===== config.mk =====
export PLATFORM = sky130hd
export DESIGN_NAME = flag_ctrl_flat
export DESIGN_NICKNAME = d
export VERILOG_FILES = /design/src/rtl/flag_ctrl_if.sv /design/src/rtl/flag_ctrl.sv /design/src/flat_wrapper.sv
export SDC_FILE = /design/constraint.sdc
export NUM_CORES = 1
export LEC_CHECK = 0
export CAP_MARGIN = 20
export CORE_ASPECT_RATIO = 0.75
export CORE_MARGIN = 2
export CORE_UTILIZATION = 35
export DETAILED_ROUTE_END_ITERATION = 8
export GPL_ROUTABILITY_DRIVEN = 1
export SLEW_MARGIN = 10
export SYNTH_ARGS = -nofsm -noshare
export SYNTH_HDL_FRONTEND = slang
export SYNTH_SLANG_ARGS = --single-unit
export TNS_END_PERCENT = 20

===== constraint.sdc =====
create_clock -name clk -period 1.9 [get_ports clk]
set_input_delay 0.38 -clock clk [delete_from_list [all_inputs] [get_ports clk]]
set_output_delay 0.38 -clock clk [all_outputs]
set_load 0.05 [all_outputs]

===== src/rtl/flag_ctrl_if.sv =====
// -----------------------------------------------------------------------------
// flag_ctrl_if
// Bundles the pipeline-side signals of the flag scheduler / condition unit.
//   stall_i, flush_i             pipeline freeze / wrong-path kill
//   ex_valid_i, ex_mask_i,
//   ex_flags_i                   EX-stage flag write (mask and values, [3]=C [2]=Z [1]=V [0]=S)
//   cond_valid_i, cond_i         ID-stage conditional branch and its condition code
//   save_i, restore_i            interrupt entry / return request pulses
//   flags_o                      architectural flags (registered)
//   fwd_flags_o                  architectural flags overlaid by WB slot, then MEM slot
//   cond_taken_o                 condition result from fwd_flags_o
//   flag_stall_o                 ID must stall for a flag produced in EX
//   busy_o                       save/restore drain in progress
//   saved_flags_o                copy of the flags taken at interrupt entry
// master: the pipeline driving requests; slave: flag_ctrl.
// -----------------------------------------------------------------------------
interface flag_ctrl_if;
    logic       stall_i;
    logic       flush_i;
    logic       ex_valid_i;
    logic [3:0] ex_mask_i;
    logic [3:0] ex_flags_i;
    logic       cond_valid_i;
    logic [2:0] cond_i;
    logic       save_i;
    logic       restore_i;
    logic [3:0] flags_o;
    logic [3:0] fwd_flags_o;
    logic       cond_taken_o;
    logic       flag_stall_o;
    logic       busy_o;
    logic [3:0] saved_flags_o;

    modport master (
        output stall_i, flush_i, ex_valid_i, ex_mask_i, ex_flags_i,
               cond_valid_i, cond_i, save_i, restore_i,
        input  flags_o, fwd_flags_o, cond_taken_o, flag_stall_o,
               busy_o, saved_flags_o
    );

    modport slave (
        input  stall_i, flush_i, ex_valid_i, ex_mask_i, ex_flags_i,
               cond_valid_i, cond_i, save_i, restore_i,
        output flags_o, fwd_flags_o, cond_taken_o, flag_stall_o,
               busy_o, saved_flags_o
    );
endinterface


===== src/rtl/flag_ctrl.sv =====
// -----------------------------------------------------------------------------
// flag_ctrl
// Flag-update scheduler and condition unit for the 16-bit 5-stage pipeline.
// EX flag writes travel through MEM and WB shadow slots and commit to the
// architectural C/Z/V/S flags at WB. Pending slot values are forwarded to the
// branch-condition evaluator in ID; a flag still being produced in EX causes
// a stall instead. Interrupt entry/return save and restore the flags once the
// shadow slots have drained.
// Ports:
//   clk   clock
//   rst   synchronous active-high reset
//   bus   flag_ctrl_if.slave (pipeline requests and all flag outputs)
// Flag bit order: [3]=C [2]=Z [1]=V [0]=S.
// -----------------------------------------------------------------------------
module flag_ctrl (
    input  logic          clk,
    input  logic          rst,
    flag_ctrl_if.slave    bus
);

    typedef enum logic [1:0] {
        ST_IDLE       = 2'd0,
        ST_SAVE_DRAIN = 2'd1,
        ST_SAVED      = 2'd2,
        ST_REST_DRAIN = 2'd3
    } state_t;

    // Shadow slots
    logic       r_mem_valid;
    logic [3:0] r_mem_mask;
    logic [3:0] r_mem_flags;
    logic       r_wb_valid;
    logic [3:0] r_wb_mask;
    logic [3:0] r_wb_flags;

    // Architectural and saved flags
    logic [3:0] r_flags;
    logic [3:0] r_saved;

    // FSM
    state_t     r_state;
    state_t     w_state_next;
    logic       w_busy;
    logic       w_save_done;
    logic       w_rest_done;

    logic       w_slots_empty;
    logic [3:0] w_commit_flags;
    logic [3:0] w_fwd_flags;
    logic [3:0] w_need_mask;
    logic       w_cond_taken;

    assign w_slots_empty = ~r_mem_valid & ~r_wb_valid;

    // Per-bit commit value and forward overlay. MEM is newer than WB, so it
    // wins when both slots write the same field.
    genvar gi;
    generate
        for (gi = 0; gi < 4; gi++) begin : g_flag_bit
            assign w_commit_flags[gi] = (r_wb_valid & r_wb_mask[gi]) ? r_wb_flags[gi]
                                                                     : r_flags[gi];
            assign w_fwd_flags[gi]    = (r_mem_valid & r_mem_mask[gi]) ? r_mem_flags[gi]
                                                                       : w_commit_flags[gi];
        end
    endgenerate

    // Condition evaluation on forwarded flags, plus the set of fields each
    // condition depends on (used for the EX hazard check).
    always_comb begin
        w_need_mask  = 4'b0000;
        w_cond_taken = 1'b1;
        case (bus.cond_i)
            3'b000: begin w_need_mask = 4'b0000; w_cond_taken = 1'b1;                              end
            3'b001: begin w_need_mask = 4'b0100; w_cond_taken = w_fwd_flags[2];                    end
            3'b010: begin w_need_mask = 4'b0100; w_cond_taken = ~w_fwd_flags[2];                   end
            3'b011: begin w_need_mask = 4'b1000; w_cond_taken = w_fwd_flags[3];                    end
            3'b100: begin w_need_mask = 4'b1000; w_cond_taken = ~w_fwd_flags[3];                   end
            3'b101: begin w_need_mask = 4'b0001; w_cond_taken = w_fwd_flags[0];                    end
            3'b110: begin w_need_mask = 4'b0010; w_cond_taken = w_fwd_flags[1];                    end
            default: begin w_need_mask = 4'b0011; w_cond_taken = w_fwd_flags[0] ^ w_fwd_flags[1]; end
        endcase
    end

    // FSM state register
    always_ff @(posedge clk) begin
        if (rst) begin
            r_state <= ST_IDLE;
        end else begin
            r_state <= w_state_next;
        end
    end

    // FSM next state and outputs. Drain completion looks only at the slot
    // state present at the edge, so empty slots finish with no extra cycle.
    always_comb begin
        w_state_next = r_state;
        w_busy       = 1'b0;
        w_save_done  = 1'b0;
        w_rest_done  = 1'b0;
        case (r_state)
            ST_IDLE: begin
                if (bus.save_i) begin
                    w_state_next = ST_SAVE_DRAIN;
                end
            end
            ST_SAVE_DRAIN: begin
                w_busy = 1'b1;
                if (w_slots_empty) begin
                    w_save_done  = 1'b1;
                    w_state_next = ST_SAVED;
                end
            end
            ST_SAVED: begin
                if (bus.restore_i) begin
                    w_state_next = ST_REST_DRAIN;
                end
            end
            ST_REST_DRAIN: begin
                w_busy = 1'b1;
                if (w_slots_empty) begin
                    w_rest_done  = 1'b1;
                    w_state_next = ST_IDLE;
                end
            end
            default: begin
                w_state_next = ST_IDLE;
            end
        endcase
    end

    // Shadow slot pipeline. A stall freezes both slots, but a flush still
    // kills the MEM entry; the WB entry is past the point of no return.
    always_ff @(posedge clk) begin
        if (rst) begin
            r_mem_valid <= 1'b0;
            r_mem_mask  <= 4'b0000;
            r_mem_flags <= 4'b0000;
            r_wb_valid  <= 1'b0;
            r_wb_mask   <= 4'b0000;
            r_wb_flags  <= 4'b0000;
        end else if (!bus.stall_i) begin
            r_wb_valid  <= r_mem_valid & ~bus.flush_i;
            r_wb_mask   <= r_mem_mask;
            r_wb_flags  <= r_mem_flags;
            r_mem_valid <= bus.ex_valid_i & ~bus.flush_i;
            r_mem_mask  <= bus.ex_mask_i;
            r_mem_flags <= bus.ex_flags_i;
        end else if (bus.flush_i) begin
            r_mem_valid <= 1'b0;
        end
    end

    // Architectural flags. The restore write is ordered ahead of the commit;
    // in practice they never coincide since restore waits for empty slots.
    always_ff @(posedge clk) begin
        if (rst) begin
            r_flags <= 4'b0000;
        end else if (w_rest_done) begin
            r_flags <= r_saved;
        end else if (!bus.stall_i) begin
            r_flags <= w_commit_flags;
        end
    end

    // Saved copy taken from the architectural flags at drain completion.
    always_ff @(posedge clk) begin
        if (rst) begin
            r_saved <= 4'b0000;
        end else if (w_save_done) begin
            r_saved <= r_flags;
        end
    end

    assign bus.flags_o       = r_flags;
    assign bus.fwd_flags_o   = w_fwd_flags;
    assign bus.cond_taken_o  = w_cond_taken;
    assign bus.flag_stall_o  = bus.cond_valid_i & bus.ex_valid_i & ~bus.flush_i &
                               (|(bus.ex_mask_i & w_need_mask));
    assign bus.busy_o        = w_busy;
    assign bus.saved_flags_o = r_saved;

endmodule

===== src/flat_wrapper.sv =====
// flat-port wrapper written by rule: the top's interface ports become plain ports
module flag_ctrl_flat 
  (clk, rst, bus_stall_i, bus_flush_i, bus_ex_valid_i, bus_ex_mask_i, bus_ex_flags_i, bus_cond_valid_i, bus_cond_i, bus_save_i, bus_restore_i, bus_flags_o, bus_fwd_flags_o, bus_cond_taken_o, bus_flag_stall_o, bus_busy_o, bus_saved_flags_o);
  flag_ctrl_if bus_i ();
  input  logic clk;
  input  logic rst;
  input wire logic [$bits(bus_i.stall_i)-1:0] bus_stall_i;
  input wire logic [$bits(bus_i.flush_i)-1:0] bus_flush_i;
  input wire logic [$bits(bus_i.ex_valid_i)-1:0] bus_ex_valid_i;
  input wire logic [$bits(bus_i.ex_mask_i)-1:0] bus_ex_mask_i;
  input wire logic [$bits(bus_i.ex_flags_i)-1:0] bus_ex_flags_i;
  input wire logic [$bits(bus_i.cond_valid_i)-1:0] bus_cond_valid_i;
  input wire logic [$bits(bus_i.cond_i)-1:0] bus_cond_i;
  input wire logic [$bits(bus_i.save_i)-1:0] bus_save_i;
  input wire logic [$bits(bus_i.restore_i)-1:0] bus_restore_i;
  output wire logic [$bits(bus_i.flags_o)-1:0] bus_flags_o;
  output wire logic [$bits(bus_i.fwd_flags_o)-1:0] bus_fwd_flags_o;
  output wire logic [$bits(bus_i.cond_taken_o)-1:0] bus_cond_taken_o;
  output wire logic [$bits(bus_i.flag_stall_o)-1:0] bus_flag_stall_o;
  output wire logic [$bits(bus_i.busy_o)-1:0] bus_busy_o;
  output wire logic [$bits(bus_i.saved_flags_o)-1:0] bus_saved_flags_o;
  assign bus_i.stall_i = bus_stall_i;
  assign bus_i.flush_i = bus_flush_i;
  assign bus_i.ex_valid_i = bus_ex_valid_i;
  assign bus_i.ex_mask_i = bus_ex_mask_i;
  assign bus_i.ex_flags_i = bus_ex_flags_i;
  assign bus_i.cond_valid_i = bus_cond_valid_i;
  assign bus_i.cond_i = bus_cond_i;
  assign bus_i.save_i = bus_save_i;
  assign bus_i.restore_i = bus_restore_i;
  assign bus_flags_o = bus_i.flags_o;
  assign bus_fwd_flags_o = bus_i.fwd_flags_o;
  assign bus_cond_taken_o = bus_i.cond_taken_o;
  assign bus_flag_stall_o = bus_i.flag_stall_o;
  assign bus_busy_o = bus_i.busy_o;
  assign bus_saved_flags_o = bus_i.saved_flags_o;
  flag_ctrl u_core (.clk(clk), .rst(rst), .bus(bus_i));
endmodule

# [Word level (Yosys, flattened, before mapping)]
# Index checks and enable logic that the tools add are counted.
[word_totals] word_cells=75 reg_bits=28 output_inout_bits=15
[op_classes] bitwise_logic=21 eq_ne=15 muxes=23 reduce_logical=7
[ops] op="$pmux 4 s5" n=1
[ops] op="$and 1x1->1" n=14
[ops] op="$mux 1" n=14
[ops] op="$eq 3x3->1 const B" n=3
[ops] op="$mux 2" n=4
[ops] op="$mux 4" n=2
[ops] op="$ne 2x1->1 const B" n=4
[ops] op="$pmux 2 s4" n=1
[ops] op="$pmux 1 s7" n=1
[ops] op="$eq 3x2->1 const B" n=2
[ops] op="$reduce_or 2->1" n=3
[ops] op="$not 1->1" n=5
[ops] op="$and 4x4->4" n=1
[ops] op="$eq 2x2->1 const B" n=2
[ops] op="$ne 2x2->1 const B" n=2
[ops] op="$reduce_and 4->1" n=1
[ops] op="$reduce_or 4->1" n=1
[ops] op="$eq 3x1->1 const B" n=1
[ops] op="$logic_not 3->1" n=1
[ops] op="$eq 2x1->1 const B" n=1
[ops] op="$logic_not 2->1" n=1
[ops] op="$xor 1x1->1" n=1

# [Longest topological paths before layout]
# Gate-level depths: netlist (run 1).
[logic_depth] depth_word=6 depth_mapped=6

# [Worst setup path before layout (run 1)]
# Ideal clock, no wire load.
[synth_path] path_kind="register to output" from="register u_core.r_flags[1], in the netlist u_core.bus.flags_o[1]" to="output bus_cond_taken_o" n_path_buf=0 setup_slack_ns=-1.152 arrival_time_ns=2.672 path_stages_with_launch=5 t_required_ns=1.520 path_cell_list="dfxtp_1 a21bo_2 a31oi_1 mux2_2 nand4_1"
[synth_via] elab_chain_cells=4
[synth_rtl] element="start, declared" line_no="flag_ctrl.sv:37" rtl="logic [3:0] r_flags;"
[synth_rtl] element="start signal, assigned" line_no="flag_ctrl.sv:159" rtl="r_flags <= r_saved;"
[synth_rtl] element="start signal, assigned" line_no="flag_ctrl.sv:161" rtl="r_flags <= w_commit_flags;"
[synth_rtl] element="$mux 1 (*)" line_no="flag_ctrl.sv:60" rtl="assign w_commit_flags[gi] = (r_wb_valid & r_wb_mask[gi]) ? r_wb_flags[gi]"
[synth_rtl] element="$mux 1 (*)" line_no="flag_ctrl.sv:62" rtl="assign w_fwd_flags[gi] = (r_mem_valid & r_mem_mask[gi]) ? r_mem_flags[gi]"
[synth_rtl] element="net bus_fwd_flags_o[1]" line_no="flat_wrapper.sv:17" rtl="output wire logic [$bits(bus_i.fwd_flags_o)-1:0] bus_fwd_flags_o;"
[synth_rtl] element="$xor 1x1->1" line_no="flag_ctrl.sv:80" rtl="default: begin w_need_mask = 4'b0011; w_cond_taken = w_fwd_flags[0] ^ w_fwd_flags[1]; end"
[synth_rtl] element="$pmux 1 s7 (*)" line_no="flag_ctrl.sv:72" rtl="case (bus.cond_i)"
[synth_rtl] element="end, declared" line_no="flat_wrapper.sv:18" rtl="output wire logic [$bits(bus_i.cond_taken_o)-1:0] bus_cond_taken_o;"
# Mark *: on every way through the listed nets, which the timed path passes. The rest lies on a longest branch.

# [Final worst setup path (run 1)]
[layout_path] from="input bus_cond_i[1]" to="output bus_cond_taken_o"
[layout_via] elab_chain_cells=2
[layout_rtl] element="start, declared" line_no="flat_wrapper.sv:13" rtl="input wire logic [$bits(bus_i.cond_i)-1:0] bus_cond_i;"
[layout_rtl] element="$eq 3x3->1 (tied with other cells)" line_no="flag_ctrl.sv:72"
[layout_rtl] element="$pmux 1 s7 (*)" line_no="flag_ctrl.sv:72"
# Every way passes the cells marked *; elsewhere a longest branch is shown, timed or not.

==> results.json, run 1 <==
{
  "ys_seq_area_frac": 0.3896,
  "io_pins": 34,
  "power.leakage_nw": 0.9708,
  "synth_edf_count": 0,
  "synth_compound_area_frac": 0.1322,
  "grt_pass1_vias": 1333,
  "cpLargestDelayFamily": "buffers and inverters",
  "critical_path.max_fanout": 2,
  "clockBufferDepth": 2,
  "grt.total_usage": 0.1677,
  "cts_hold_buf": 0,
  "clock.fmax_mhz": 456.5,
  "start_util": 0.3594,
  "area_growth_pct": 52.96,
  "fp-row-count": 20,
  "synth.distinct_cells": 41,
  "setup_tns_ns": -0.6056,
  "worst_clock_skew_ns": 0.008097,
  "post-route-period-util": 1.153,
  "core_area_um2": 4004,
  "layout.cells.non_filler": 268,
  "slowest_stage": "clkdlybuf4s50_1",
  "wire_per_inst_um": 13.37,
  "cts_tree": "built",
  "async_reset_ff_frac": 0,
  "synth_top_family_by_area": "multiplexers",
  "drtPass1Iterations": 2,
  "drv_cap": 0,
  "fin_util": 0.5497,
  "die_area_um2": 4645,
  "worstSkewPairLatency_ns": 0.28,
  "overflow": 0,
  "grt_max_degree": 29,
  "end_kind": "primary output",
  "numClockSinks": 28,
  "vias": 1339,
  "cts.clk_slew.worst_paths_ns": 0.10,
  "rsz0062_at_grt": "true",
  "yosys_register_bits": 28,
  "placed_area_um2": 2047,
  "violations": "negative setup slack",
  "synthAdderAreaFrac": 0.03478,
  "cp_cell_sequence": "clkdlybuf4s50_1 -> nand3_2 -> a311o_1 -> mux2_4 -> nand4_1 -> buf_12",
  "total_power_w": 0.001886,
  "grt_first_pass_wirelength_mm": 6.182,
  "cp_num_buf_inv": 2,
  "hold_class": "flip-flop to flip-flop",
  "port_buffers": 33,
  "cp_slowest_stage_delay_ns": 0.50,
  "power_density_nw_per_um2": 857.2,
  "cts_htree_levels": 1,
  "synth_xor_area_frac": 0.006087,
  "placed_cells": 260,
  "nNetsFinal": 237,
  "ant_nets": 0,
  "die_y_um": 59.53,
  "yosysWarnings": 0,
  "drcViolationCount": 0,
  "critical_path_class": "input port to primary output",
  "synth-simple-area-share": 0.1948,
  "antenna_found_initial": 0,
  "routed_wl_mm": 3.582,
  "netlist_area_um2": 1439,
  "post-dp-hpwl_mm": 2.715,
  "setup_viol": 3,
  "fin_crit_ns": 2.191,
  "slew_violations": 0,
  "relSlewSlack": 0.6746,
  "worst_setup_path_start_kind": "input port",
  "vias_per_cell": 4.996,
  "die-width_um": 78.04,
  "synth_ff_type": "dfxtp_1",
  "fin_area_um2": 2201,
  "layout_setup_ws_ns": -0.2906,
  "worstPathArrival_ns": 1.81,
  "avgSynthCellArea_um2": 8.993,
  "gp_congestion": 0.8550,
  "vdd_drop_max_mv": 0.5072,
  "synth_cells": 160,
  "status": "complete, but fails checks",
  "drt_iter0_drc": 29,
  "synth_mux_area_frac": 0.1957,
  "drive_gt1_frac": 0.2817,
  "root_buffer": "clkbuf_8",
  "numCtsBuffers": 3,
  "syn-num-nets": 183,
  "tightestPinTransition_ns": 0.4866,
  "cp.required_ns": 1.52,
  "finalHoldViolCount": 0,
  "n_antenna_cell": 0
}
path summary, 6_finish.rpt:
check,startpoint,endpoint,slack (ns),cells past startpoint
max reg2reg,u_core.r_wb_valid,u_core.bus.flags_o[0],0.39,6
min reg2reg,u_core.bus.saved_flags_o[2],u_core.bus.flags_o[2],0.53,2
min,u_core.bus.saved_flags_o[2],u_core.bus.flags_o[2],0.53,2
max,bus_cond_i[1],bus_cond_taken_o,-0.29,6
cells in the mapped netlist, drive strengths merged, types with 2 or more instances:
master,instances,area [um^2]
clkbuf,3,11.26
a211oi,5,37.54
ha,4,50.05
nor3,2,10.01
and3b,3,26.28
nor2,31,116.4
mux2i,27,270.3
and3,2,12.51
nand3,4,20.02
buf,5,30.02
a31oi,3,18.77
and2,2,12.51
a21bo,3,30.03
inv,7,26.28
dfxtp,28,560.5
nand2,9,33.78
cell usage in the layout, fill, tap and decap left out, drive strengths merged, types with 2 or more instances in the layout:
master,synthesis,final
dfxtp,28,28
and3b,3,3
nor2,31,31
and3,2,2
a211oi,5,5
clkbuf,3,3
a21bo,3,3
inv,7,7
and2,2,2
a31oi,3,3
buf,5,38
mux2i,27,27
ha,4,4
nand2,9,9
nor3,2,2
clkdlybuf4s50,0,18
nand3,4,4
kinds of logic after synthesis:
family                     count (synthesis)
buffers and inverters                     15
and+or+nand+nor                           60
muxes                                     28
DFF                                       28
adders and majority gates                  4
xor gates and xnor gates                   1
AOI/OAI and AO/OA                         24
report_power, final:
| group | total [W] | internal, W | switching (W) |
|---|---|---|---|
| combinational | 0.000731 | 0.000336 | 0.000395 |
| sequential | 0.000687 | 0.000641 | 0.0000461 |
| clock | 0.000468 | 0.000282 | 0.000186 |
metrics by stage:
| step | setup WS (ns) | hold WS [ns] |
|---|---|---|
| final | -0.2906 | 0.5254 |
| after global placement | -0.2934 | 0.4930 |
| after CTS | -0.2916 | 0.5280 |
| after global routing | -0.3533 | 0.5373 |
| after floorplan | -0.2592 | 0.4593 |
| after detailed placement | -0.3383 | 0.5114 |
registers in the layout (all words and copies together) (netlist names):
| signal | cells |
|---|---|
| u_core.bus.flags_o | 4 |
| u_core.bus.saved_flags_o | 4 |
| u_core.r_mem_flags | 4 |
| u_core.r_mem_mask | 4 |
| u_core.r_wb_flags | 4 |
| u_core.r_wb_mask | 4 |
| u_core.r_state | 2 |
| u_core.r_mem_valid | 1 |
| u_core.r_wb_valid | 1 |
area by class of cell:
cell class / instances / area, um^2
fillers: 369 / 1803
multi-input cells: 117 / 903.4
flip-flops and latches: 28 / 575.6
repair buffers: 57 / 555.5
well taps: 55 / 68.82
clock buffers: 3 / 41.29
clock inverters: 1 / 30.03
inverters: 7 / 26.28
metal layers:
layer | share of wire | global-route usage | routed length (um)
met4 | 0.0047 | 0.03509 | 17
met1 | 0.49 | 0.2080 | 1771
met5 | 0 | 0 | 0
met3 | 0.043 | 0.04421 | 155
met2 | 0.46 | 0.2980 | 1638
worst min-delay path, stage by stage, from the launching register on:
cell and delay (ns):
dfxtp_1 0.33, nor2_1 0.11, a211oi_1 0.06
timing repair:
item | 4_1_cts | 5_1_grt
gates resized for setup | 10 | 4
pin swaps | 6 | 5
setup endpoints to repair | 4 | 5
setup buffers | 4 | 0
No activity file was read; power rests on OpenSTA's default activity.
==> run 2, diff against run 1 <==
--- a/config.mk
+++ b/config.mk
@@ -11,7 +11,7 @@
 export CORE_UTILIZATION = 35
 export DETAILED_ROUTE_END_ITERATION = 8
 export GPL_ROUTABILITY_DRIVEN = 1
-export SLEW_MARGIN = 10
+export SLEW_MARGIN = 5
 export SYNTH_ARGS = -nofsm -noshare
 export SYNTH_HDL_FRONTEND = slang
 export SYNTH_SLANG_ARGS = --single-unit
==> results of run 2 <==
No change in the layout: final DEF, timing and power equal those of run 1.
